<file path="config.mk">
export PLATFORM = sky130hd
export DESIGN_NAME = arcade_input_mapper
export DESIGN_NICKNAME = d
export VERILOG_FILES = /design/src/rtl/arcade_input_mapper.sv
export SDC_FILE = /design/constraint.sdc
export NUM_CORES = 1
export LEC_CHECK = 0
export CAP_MARGIN = 0
export CORE_AREA = 2 2 116 118
export CTS_CLUSTER_DIAMETER = 30
export DETAILED_ROUTE_END_ITERATION = 16
export DIE_AREA = 0 0 118 120
export HOLD_SLACK_MARGIN = 0.12
export PLACE_DENSITY = 0.72
export SLEW_MARGIN = 10
export SYNTH_ARGS = -nofsm -noshare
export SYNTH_HDL_FRONTEND = slang
export SYNTH_SLANG_ARGS = --single-unit
</file>
<file path="constraint.sdc">
create_clock -name clk_sys -period 3.25 [get_ports clk_sys]
set_input_delay 0.65 -clock clk_sys [delete_from_list [all_inputs] [get_ports clk_sys]]
set_output_delay 0.65 -clock clk_sys [all_outputs]
set_load 0.01 [all_outputs]
</file>
<file path="src/rtl/arcade_input_mapper.sv">
// arcade_input_mapper: merges the PS/2 keyboard and MiSTer joysticks into active-low cabinet controls.
// Latency: joystick -> outputs 1 clk; ps2_key toggle -> latch 1 clk -> outputs 2 clk; all outputs registered.
// Backpressure: none; every input is a level (or toggle strobe) sampled on each clk_sys edge.
module arcade_input_mapper #(
  parameter int PLAYERS  = 2,
  parameter int BUTTONS  = 4,
  parameter int COIN_MIN = 2450000,
  parameter int AF_HALF  = 1633333
) (
  input  logic                       clk_sys,
  input  logic                       reset,
  input  logic [10:0]                ps2_key,
  input  logic [16*PLAYERS-1:0]      joystick,
  input  logic [1:0]                 socd_mode,
  input  logic [BUTTONS-1:0]         af_mask,
  output logic [4*PLAYERS-1:0]       dir_n,
  output logic [BUTTONS*PLAYERS-1:0] btn_n,
  output logic [PLAYERS-1:0]         start_n,
  output logic [PLAYERS-1:0]         coin_n,
  output logic                       service_n,
  output logic                       pause_btn
);

  localparam int CW = $clog2(COIN_MIN + 1);
  localparam int AW = (AF_HALF > 1) ? $clog2(AF_HALF) : 1;

  // Keyboard key state. Directions and buttons only ever belong to P1.
  typedef struct packed {
    logic       pause;
    logic       service;
    logic [3:0] coin;
    logic [3:0] start;
    logic [3:0] btn;
    logic       up;
    logic       down;
    logic       left;
    logic       right;
  } kb_t;

  logic tog_q;
  kb_t  kb_q, kb_d;
  logic [7:0] kb_btn8;

  // Raw per-player controls: dir bit order 0 right, 1 left, 2 down, 3 up.
  logic [3:0]         raw_dir   [PLAYERS];
  logic [BUTTONS-1:0] raw_btn   [PLAYERS];
  logic [PLAYERS-1:0] raw_start;
  logic [PLAYERS-1:0] raw_coin;
  logic               raw_pause;

  // SOCD history: previous raw directions and one-hot winner per axis (same bit order).
  logic [3:0] dir_prev_q [PLAYERS];
  logic [3:0] win_q      [PLAYERS];
  logic [3:0] win_d      [PLAYERS];
  logic [3:0] clean_dir  [PLAYERS];

  logic [AW-1:0]      af_cnt_q   [PLAYERS];
  logic [AW-1:0]      af_cnt_d   [PLAYERS];
  logic [PLAYERS-1:0] af_ph_q, af_ph_d;
  logic [CW-1:0]      coin_cnt_q [PLAYERS];
  logic [CW-1:0]      coin_cnt_d [PLAYERS];
  logic [PLAYERS-1:0] coin_prev_q;

  logic [4*PLAYERS-1:0]       dir_n_q, dir_n_d;
  logic [BUTTONS*PLAYERS-1:0] btn_n_q, btn_n_d;
  logic [PLAYERS-1:0]         start_n_q, start_n_d;
  logic [PLAYERS-1:0]         coin_n_q, coin_n_d;
  logic                       service_n_q, service_n_d;
  logic                       pause_q, pause_d;

  // Extended-key flag, spare joystick bits and keys of absent players carry no meaning here.
  logic unused_bits;
  assign unused_bits = ^{ps2_key[8], joystick, kb_q, kb_btn8};

  assign kb_btn8 = {4'b0000, kb_q.btn};

  // On a toggle-strobe change, write the pressed flag into the latch selected by the scancode.
  always_comb begin
    kb_d = kb_q;
    if (ps2_key[10] != tog_q) begin
      case (ps2_key[7:0])
        8'h75:   kb_d.up       = ps2_key[9];
        8'h72:   kb_d.down     = ps2_key[9];
        8'h6B:   kb_d.left     = ps2_key[9];
        8'h74:   kb_d.right    = ps2_key[9];
        8'h14:   kb_d.btn[0]   = ps2_key[9];
        8'h11:   kb_d.btn[1]   = ps2_key[9];
        8'h29:   kb_d.btn[2]   = ps2_key[9];
        8'h12:   kb_d.btn[3]   = ps2_key[9];
        8'h16:   kb_d.start[0] = ps2_key[9];
        8'h1E:   kb_d.start[1] = ps2_key[9];
        8'h26:   kb_d.start[2] = ps2_key[9];
        8'h25:   kb_d.start[3] = ps2_key[9];
        8'h2E:   kb_d.coin[0]  = ps2_key[9];
        8'h36:   kb_d.coin[1]  = ps2_key[9];
        8'h3D:   kb_d.coin[2]  = ps2_key[9];
        8'h3E:   kb_d.coin[3]  = ps2_key[9];
        8'h46:   kb_d.service  = ps2_key[9];
        8'h4D:   kb_d.pause    = ps2_key[9];
        default: ;
      endcase
    end
  end

  // Toggle tracker keeps following the strobe during reset so a stale level never writes after it.
  always_ff @(posedge clk_sys) begin
    tog_q <= ps2_key[10];
    if (reset) kb_q <= '0;
    else       kb_q <= kb_d;
  end

  // Merge keyboard latches with joystick bits into per-player raw controls.
  always_comb begin
    raw_pause = kb_q.pause;
    for (int p = 0; p < PLAYERS; p++) begin
      raw_dir[p]   = joystick[16*p +: 4];
      raw_btn[p]   = joystick[16*p+4 +: BUTTONS];
      raw_start[p] = joystick[16*p+4+BUTTONS] | kb_q.start[p];
      raw_coin[p]  = joystick[16*p+5+BUTTONS] | kb_q.coin[p];
      raw_pause    = raw_pause | joystick[16*p+6+BUTTONS];
    end
    raw_dir[0] = raw_dir[0] | {kb_q.up, kb_q.down, kb_q.left, kb_q.right};
    raw_btn[0] = raw_btn[0] | kb_btn8[BUTTONS-1:0];
  end

  // One SOCD axis: returns {next_win_a, next_win_b, out_a, out_b}.
  function automatic logic [3:0] socd_axis(input logic a, input logic b,
                                           input logic pa, input logic pb,
                                           input logic wa, input logic wb,
                                           input logic [1:0] mode);
    logic ra, rb, nwa, nwb, oa, ob;
    ra  = a & ~pa;
    rb  = b & ~pb;
    nwa = wa;
    nwb = wb;
    if (ra && rb) begin
      nwa = 1'b0;
      nwb = 1'b0;
    end else if (ra) begin
      nwa = 1'b1;
      nwb = 1'b0;
    end else if (rb) begin
      nwa = 1'b0;
      nwb = 1'b1;
    end
    oa = a;
    ob = b;
    if (a && b) begin
      case (mode)
        2'd1: begin
          oa = 1'b0;
          ob = 1'b0;
        end
        2'd2: begin
          oa = nwa;
          ob = nwb;
        end
        default: ;
      endcase
    end
    return {nwa, nwb, oa, ob};
  endfunction

  // Clean each axis; winner history is tracked in every mode so switching modes is seamless.
  always_comb begin
    for (int p = 0; p < PLAYERS; p++) begin
      logic [3:0] ax, ay;
      ax = socd_axis(raw_dir[p][0], raw_dir[p][1], dir_prev_q[p][0], dir_prev_q[p][1],
                     win_q[p][0], win_q[p][1], socd_mode);
      ay = socd_axis(raw_dir[p][2], raw_dir[p][3], dir_prev_q[p][2], dir_prev_q[p][3],
                     win_q[p][2], win_q[p][3], socd_mode);
      win_d[p]     = {ay[2], ay[3], ax[2], ax[3]};
      clean_dir[p] = {ay[0], ay[1], ax[0], ax[1]};
    end
  end

  // Autofire and coin counters plus the next registered output values.
  always_comb begin
    dir_n_d     = '1;
    btn_n_d     = '1;
    start_n_d   = '1;
    coin_n_d    = '1;
    af_ph_d     = '0;
    service_n_d = ~kb_q.service;
    pause_d     = raw_pause;
    for (int p = 0; p < PLAYERS; p++) begin
      af_cnt_d[p]   = '0;
      coin_cnt_d[p] = coin_cnt_q[p];
      if (|(raw_btn[p] & af_mask)) begin
        if (af_cnt_q[p] == AW'(AF_HALF - 1)) begin
          af_cnt_d[p] = '0;
          af_ph_d[p]  = ~af_ph_q[p];
        end else begin
          af_cnt_d[p] = af_cnt_q[p] + AW'(1);
          af_ph_d[p]  = af_ph_q[p];
        end
      end
      if (raw_coin[p] && !coin_prev_q[p]) coin_cnt_d[p] = CW'(COIN_MIN);
      else if (coin_cnt_q[p] != '0)      coin_cnt_d[p] = coin_cnt_q[p] - CW'(1);
      // Output order per player is {down, up, right, left}.
      dir_n_d[4*p +: 4] = ~{clean_dir[p][2], clean_dir[p][3], clean_dir[p][0], clean_dir[p][1]};
      // Phase 0 fires, so the first shot lands on the press cycle.
      btn_n_d[BUTTONS*p +: BUTTONS] = ~(raw_btn[p] & ~(af_mask & {BUTTONS{af_ph_q[p]}}));
      start_n_d[p] = ~raw_start[p];
      coin_n_d[p]  = ~(raw_coin[p] | (coin_cnt_d[p] != '0));
    end
  end

  // State and output registers; reset clears all history and parks outputs inactive.
  always_ff @(posedge clk_sys) begin
    if (reset) begin
      for (int p = 0; p < PLAYERS; p++) begin
        dir_prev_q[p] <= '0;
        win_q[p]      <= '0;
        af_cnt_q[p]   <= '0;
        coin_cnt_q[p] <= '0;
      end
      af_ph_q     <= '0;
      coin_prev_q <= '0;
      dir_n_q     <= '1;
      btn_n_q     <= '1;
      start_n_q   <= '1;
      coin_n_q    <= '1;
      service_n_q <= 1'b1;
      pause_q     <= 1'b0;
    end else begin
      for (int p = 0; p < PLAYERS; p++) begin
        dir_prev_q[p] <= raw_dir[p];
        win_q[p]      <= win_d[p];
        af_cnt_q[p]   <= af_cnt_d[p];
        coin_cnt_q[p] <= coin_cnt_d[p];
      end
      af_ph_q     <= af_ph_d;
      coin_prev_q <= raw_coin;
      dir_n_q     <= dir_n_d;
      btn_n_q     <= btn_n_d;
      start_n_q   <= start_n_d;
      coin_n_q    <= coin_n_d;
      service_n_q <= service_n_d;
      pause_q     <= pause_d;
    end
  end

  assign dir_n     = dir_n_q;
  assign btn_n     = btn_n_q;
  assign start_n   = start_n_q;
  assign coin_n    = coin_n_q;
  assign service_n = service_n_q;
  assign pause_btn = pause_q;

endmodule

</file>
==> results of run 1 <==
==> cells in the mapped netlist, drive strengths merged, types with 2 or more instances <==
cell type  number  area share
and3b           2      0.0028
or2             5      0.0049
nand3          27       0.021
a21oi          39       0.031
or3            15       0.015
a22oi           2      0.0024
nor2          129       0.076
nand2b         12       0.013
nor4b           4      0.0055
nor3           32       0.026
a41o            2      0.0031
nor4           19       0.025
nor3b           5      0.0067
nand3b          7      0.0083
clkbuf         19       0.011
o22ai           3      0.0029
nor2b          13       0.013
and3            8      0.0079
a31oi           5      0.0049
dfxtp         143        0.45
xnor2          31       0.043
nand2          62       0.037
ha              7       0.014
nand4          16       0.016
nand4b          4      0.0055
and2            5      0.0049
o31ai           2      0.0024
o21bai          4      0.0047
or4            10       0.013
a211oi          2      0.0024
a311o           2      0.0031
buf             6      0.0063
mux2i          12       0.019
o211ai          7      0.0083
xor2           32       0.044
inv            14      0.0083
o21ai          27       0.022
==> layout make-up <==
| cell class | instances | area [um2] |
|---|---|---|
| fillers | 1147 | 5336 |
| multi-input cells | 564 | 3338 |
| flip-flops and latches | 143 | 2863 |
| repair buffers | 63 | 620.6 |
| clock buffers | 24 | 461.7 |
| well taps | 176 | 220.2 |
| clock inverters | 7 | 87.58 |
| inverters | 14 | 52.55 |
==> state kept, by name (all words and copies together), names as in the netlist <==
name         flops
dir_n            8
af_cnt_q        42
af_ph_q          2
start_n          2
coin_prev_q      2
btn_n            8
coin_n           2
pause_btn        1
dir_prev_q       8
kb_btn8          4
tog_q            1
coin_cnt_q      44
win_q            8
service_n        1
kb_q            10
==> worst max-delay path: stages (launching register included) <==
cell and delay [ns]:
dfxtp_1 0.34, inv_1 0.09, ha_1 0.24, or4b_1 0.62, or3_1 0.50, nor2_1 0.18, mux2i_1 0.30, nand4_1 0.14
nor3_1 0.19, a41o_1 0.19
==> worst max path at each step <==
stage,startpoint,end,slack [ns],depth (start not counted)
after floorplan,coin_cnt_q[0][22]$_SDFF_PP0_,coin_n[1]$_SDFF_PP1_,0.75,11
after global placement,coin_cnt_q[0][22]$_SDFF_PP0_,coin_n[1]$_SDFF_PP1_,0.50,9
after detailed placement,coin_cnt_q[0][22]$_SDFF_PP0_,coin_n[1]$_SDFF_PP1_,0.44,9
after CTS,coin_cnt_q[0][22]$_SDFF_PP0_,coin_n[1]$_SDFF_PP1_,0.43,9
after global routing,coin_cnt_q[0][22]$_SDFF_PP0_,coin_n[1]$_SDFF_PP1_,0.21,9
final,coin_cnt_q[0][22]$_SDFF_PP0_,coin_n[1]$_SDFF_PP1_,0.41,9
==> per-stage QoR <==
step	std cells	utilization	area, um2	total power, mW	setup slack, ns
floorplan	746	-	6365	2.513	0.7545
global placement	960	0.5466	7094	2.690	0.4992
detailed placement	960	0.5466	7094	2.715	0.4414
CTS	991	0.5889	7644	4.551	0.4284
global route	991	0.5889	7644	4.724	0.2095
finish	991	0.5889	7644	4.533	0.4137
==> per-layer routing <==
metal | wire length (um) | up-vias | share of wire
met1 | 6339 | 2556 | 0.45
met5 | 0 | - | 0
li1 | - | 2718 | -
met2 | 6675 | 155 | 0.47
met3 | 748 | 30 | 0.053
met4 | 304 | 0 | 0.022
==> power by group <==
| part | switching (mW) | internal, mW |
|---|---|---|
| Combinational | 0.418 | 0.328 |
| Clock | 0.696 | 1.14 |
| Sequential | 0.100 | 1.85 |
==> cell families after synthesis <==
logic type / share of synthesized area
AOI/OAI and AO/OA: 0.09613
xor gates and xnor gates: 0.08669
adders and majority gates: 0.01376
buffers and inverters: 0.02575
DFF: 0.4498
muxes: 0.01887
and+or+nand+nor: 0.3090
==> out/qor.yml, run 1 <==
status: "complete, no violations"
min_from: "kb_q[16]$_SDFFE_PP0P_"
fin_skew_ns: 0.005166
p_leak_nw: 2.731
grt_overflow: 0
antenna_found_initial: 0
rr_endpoint: "coin_n[1]$_SDFF_PP1_"
rrSetupSlack_ns: 0.41
grt_max_degree: 30
synth_nets: 804
grt_pass1_wl_mm: 23.72
cts_setup_buffers: 0
cp-end-kind: "flop"
die_y_um: 120
finalCritPeriodShare: 0.8727
postRouteAntennaNets: 0
arrival_ns: 3.20
final_common_cell: "dfxtp_1"
required_ns: 3.61
yosysSeqAreaShare: 0.4498
syn2layout_area_growth_pct: 20.09
min_period_ns: 2.836
vias_per_cell: 5.509
syn_inst: 746
clk_pin_slew_ns: 0.06
cts_root_buf: "clkbuf_16"
grt.met2_usage: 0.3383
hpwl_mm: 10.02
synth_top_flop_cell: "dfxtp_1"
hold_depth: 1
syn_avg_cell_area_um2: 8.532
powerDensity_nw_per_um2: 593.0
rr_worst_depth: 9
setup_violations: 0
first_global_vias: 5283
final_nets: 861
synth_cell_type_count: 60
rows: 42
grtUsageMet3: 0.05418
cts_tree: "yes"
ys_ff_latch: 143
min_to: "service_n$_SDFF_PP1_"
ioPinCount: 73
dieArea_um2: 14160
clock_tree.buffer_depth: 2
clk_latency_ns: 0.42
antenna_cells: 0
busiest_layer: "met2"
hold_violations: 0
slew_violations: 0
vias: 5459
detail_route.iter0.violations: 369
drc: 0
grt_use_total: 0.2037
portBuffers: 61
hp-class: "flop to flop"
tns_ns: 0
criticalPathCategory: "flop to flop"
netlist_area_um2: 6365
crit_path_start_kind: "flop"
routed_wl_mm: 14.07
initial_core_util: 0.4904
ctsHoldBuffers: 0
gp_congestion: 0.9081
firstDrtPassIters: 6
die_w_um: 118
r2r_start: "coin_cnt_q[0][22]$_SDFF_PP0_"
fmax_mhz: 352.6
clkSinkCount: 143
timing.slew.headroom: 0.5738
async_flop_share: 0
ys_warn_count: 0
final_cell_mix: "143 x dfxtp_1, 129 x nor2_1, 62 x nand2_1"
cts_resized: 0
htreeDepth: 4
rsz0062_at_grt: "no"
irDropWorstVdd_mv: 0.3044
wl_per_cell_um: 14.20
maxCapViolCount: 0
whs_ns: 0.4427
worstPathMaxFanout: 8
core-area_um2: 12980
grt_use_met1: 0.2487
tightestPinTransition_ns: 0.6377
synth-edff-count: 0
drive_gt1_frac: 0.05644
numCtsBuffers: 17
Power figures use the tool's default switching activity.
==> inputs of run 2 (changes only) <==
Settings changed: PLACE_DENSITY 0.72 to 0.84.
==> run 2 against run 1 <==
Sequential power about the same. Non-clock buffer count increased by 2. Final cell count increased by 0.30%. Final area increased by 0.85%. Clock skew increased by 0.0073 ns.
==> out/qor.yml, run 2 (synthesis results as in run 1) <==
grt_overflow: 0  # unchanged
drc: 0  # unchanged
die_y_um: 120  # unchanged
initial_core_util: 0.4904  # unchanged
tns_ns: 0  # unchanged
grt_max_degree: 33  # +10%
clock_tree.buffer_depth: 2  # unchanged
cts_root_buf: "clkbuf_16"
ioPinCount: 73  # unchanged
required_ns: 3.61  # about the same
fin_area_um2: 7709  # +0.85%
setup_violations: 0  # unchanged
gp_congestion: 0.8652  # -4.7%
cp_slowest_cell: "or4b_1"
pre_cts_ws_ns: 0.4666  # +0.02520 ns
hold_depth: 1  # unchanged
crit_family: "simple AND/OR/NAND/NOR gates"
cp-end-kind: "flop"
vias: 5390  # -1.3%
place_area_um2: 7109  # +0.21%
vias_per_cell: 5.423  # -1.6%
powerDensity_nw_per_um2: 602.5  # +1.6%
power.total_mw: 4.644  # +2.5%
final_nets: 863  # +0.23%
portBuffers: 61  # unchanged
irDropWorstVdd_mv: 0.4371  # +44%
rsz0062_at_grt: "no"
cts_resized: 0  # unchanged
timing.slew.headroom: 0.5495  # -0.02431
fin_skew_ns: 0.01248  # +0.007316 ns
arrival_ns: 3.15  # -0.05 ns
htreeDepth: 4  # unchanged
wl_per_cell_um: 13.93  # -1.9%
largest_register_ffs: 44  # unchanged
cts_setup_buffers: 0  # unchanged
rrSetupSlack_ns: 0.46  # +0.04 ns
r2r_start: "coin_cnt_q[0][22]$_SDFF_PP0_"
numCtsBuffers: 17  # unchanged
fmax_mhz: 357.8  # +1.5%
cts_tree: "yes"
cpPeakStageDelay_ns: 0.60  # -0.02 ns
min_to: "start_n[0]$_SDFF_PP1_"
status: "complete, no violations"
min_period_ns: 2.795  # -0.04152 ns
hold_violations: 0  # unchanged
final_cell_mix: "143 x dfxtp_1, 129 x nor2_1, 62 x nand2_1"
rr_endpoint: "coin_n[1]$_SDFF_PP1_"
top_regs: "coin_cnt_q (44), af_cnt_q (42), kb_q (10)"
clkSinkCount: 143  # unchanged
firstDrtPassIters: 5  # -1
tightestPinTransition_ns: 0.6741  # +0.03638 ns
rr_worst_depth: 9  # unchanged
grt_pass1_wl_mm: 23.44  # -1.2%
drive_gt1_frac: 0.06479  # +0.008350
criticalPathCategory: "flop to flop"
die_w_um: 118  # unchanged
antenna_found_initial: 0  # unchanged
grt_use_total: 0.2037  # about the same
top_register: "coin_cnt_q"
ctsHoldBuffers: 0  # unchanged
crit_path_start_kind: "flop"
crit_chain: "inv_1, ha_1, or4b_1, or3_1, nor2_1, mux2i_1, nand4_1, nor3_1, a41o_1"
clk_latency_ns: 0.42  # about the same
syn2layout_area_growth_pct: 21.11
hp-class: "flop to flop"
p_leak_nw: 2.766  # +1.3%
finalCritPeriodShare: 0.8599  # -0.01278
detail_route.iter0.violations: 385  # +4.3%
postRouteAntennaNets: 0  # unchanged
whs_ns: 0.4538  # +0.01104 ns
routed_wl_mm: 13.84  # -1.6%
worstPathMaxFanout: 8  # unchanged
slew_violations: 0  # unchanged
setup_ws_ns: 0.4552  # +0.04152 ns
maxCapViolCount: 0  # unchanged
hpwl_mm: 9.743  # -2.7%
dieArea_um2: 14160  # unchanged
final_common_cell: "dfxtp_1"
clk_pin_slew_ns: 0.06  # about the same
first_global_vias: 5161  # -2.3%
min_from: "kb_q[8]$_SDFFE_PP0P_"
antenna_cells: 0  # unchanged
rows: 42  # unchanged
critPathBufInv: 1  # unchanged
core-area_um2: 12980  # unchanged
[run 2: through the flow]
step                utilization  std cells
finish                   0.5939        994
global route             0.5939        994
CTS                      0.5939        994
detailed placement       0.5477        962
global placement         0.5477        962
floorplan                     -        746
[run 2: how the worst max path moves through the flow]
stage                                      start                   end  slack (ns)  cells past startpoint
floorplan           coin_cnt_q[0][22]$_SDFF_PP0_  coin_n[1]$_SDFF_PP1_        0.75                     11
CTS                 coin_cnt_q[0][22]$_SDFF_PP0_  coin_n[1]$_SDFF_PP1_        0.45                      9
detailed placement  coin_cnt_q[0][22]$_SDFF_PP0_  coin_n[1]$_SDFF_PP1_        0.47                      9
global route        coin_cnt_q[0][22]$_SDFF_PP0_  coin_n[1]$_SDFF_PP1_        0.21                      9
finish              coin_cnt_q[0][22]$_SDFF_PP0_  coin_n[1]$_SDFF_PP1_        0.46                      9
global placement    coin_cnt_q[0][22]$_SDFF_PP0_  coin_n[1]$_SDFF_PP1_        0.50                      9
[run 2: area by class of cell]
type / count / area [um2]
clock inverters: 11 / 138.9
multi-input cells: 564 / 3338
fillers: 1121 / 5271
inverters: 14 / 52.55
well taps: 176 / 220.2
repair buffers: 65 / 635.6
flip-flops and latches: 143 / 2863
clock buffers: 21 / 460.4
[run 2: layer usage]
layer | up-vias | GRT usage | wire, um
li1 | 2740 | - | -
met1 | 2507 | 0.2400 | 6138
met2 | 123 | 0.3561 | 6871
met5 | - | 0 | 0
met4 | 0 | 0.06852 | 210
met3 | 20 | 0.05846 | 622
[run 2: where the power goes]
part	leakage, nW	switching [mW]	internal, mW	total, mW
registers	1.17	0.0994	1.85	1.95
clock network	0.293	0.712	1.24	1.95
logic	1.30	0.408	0.334	0.741
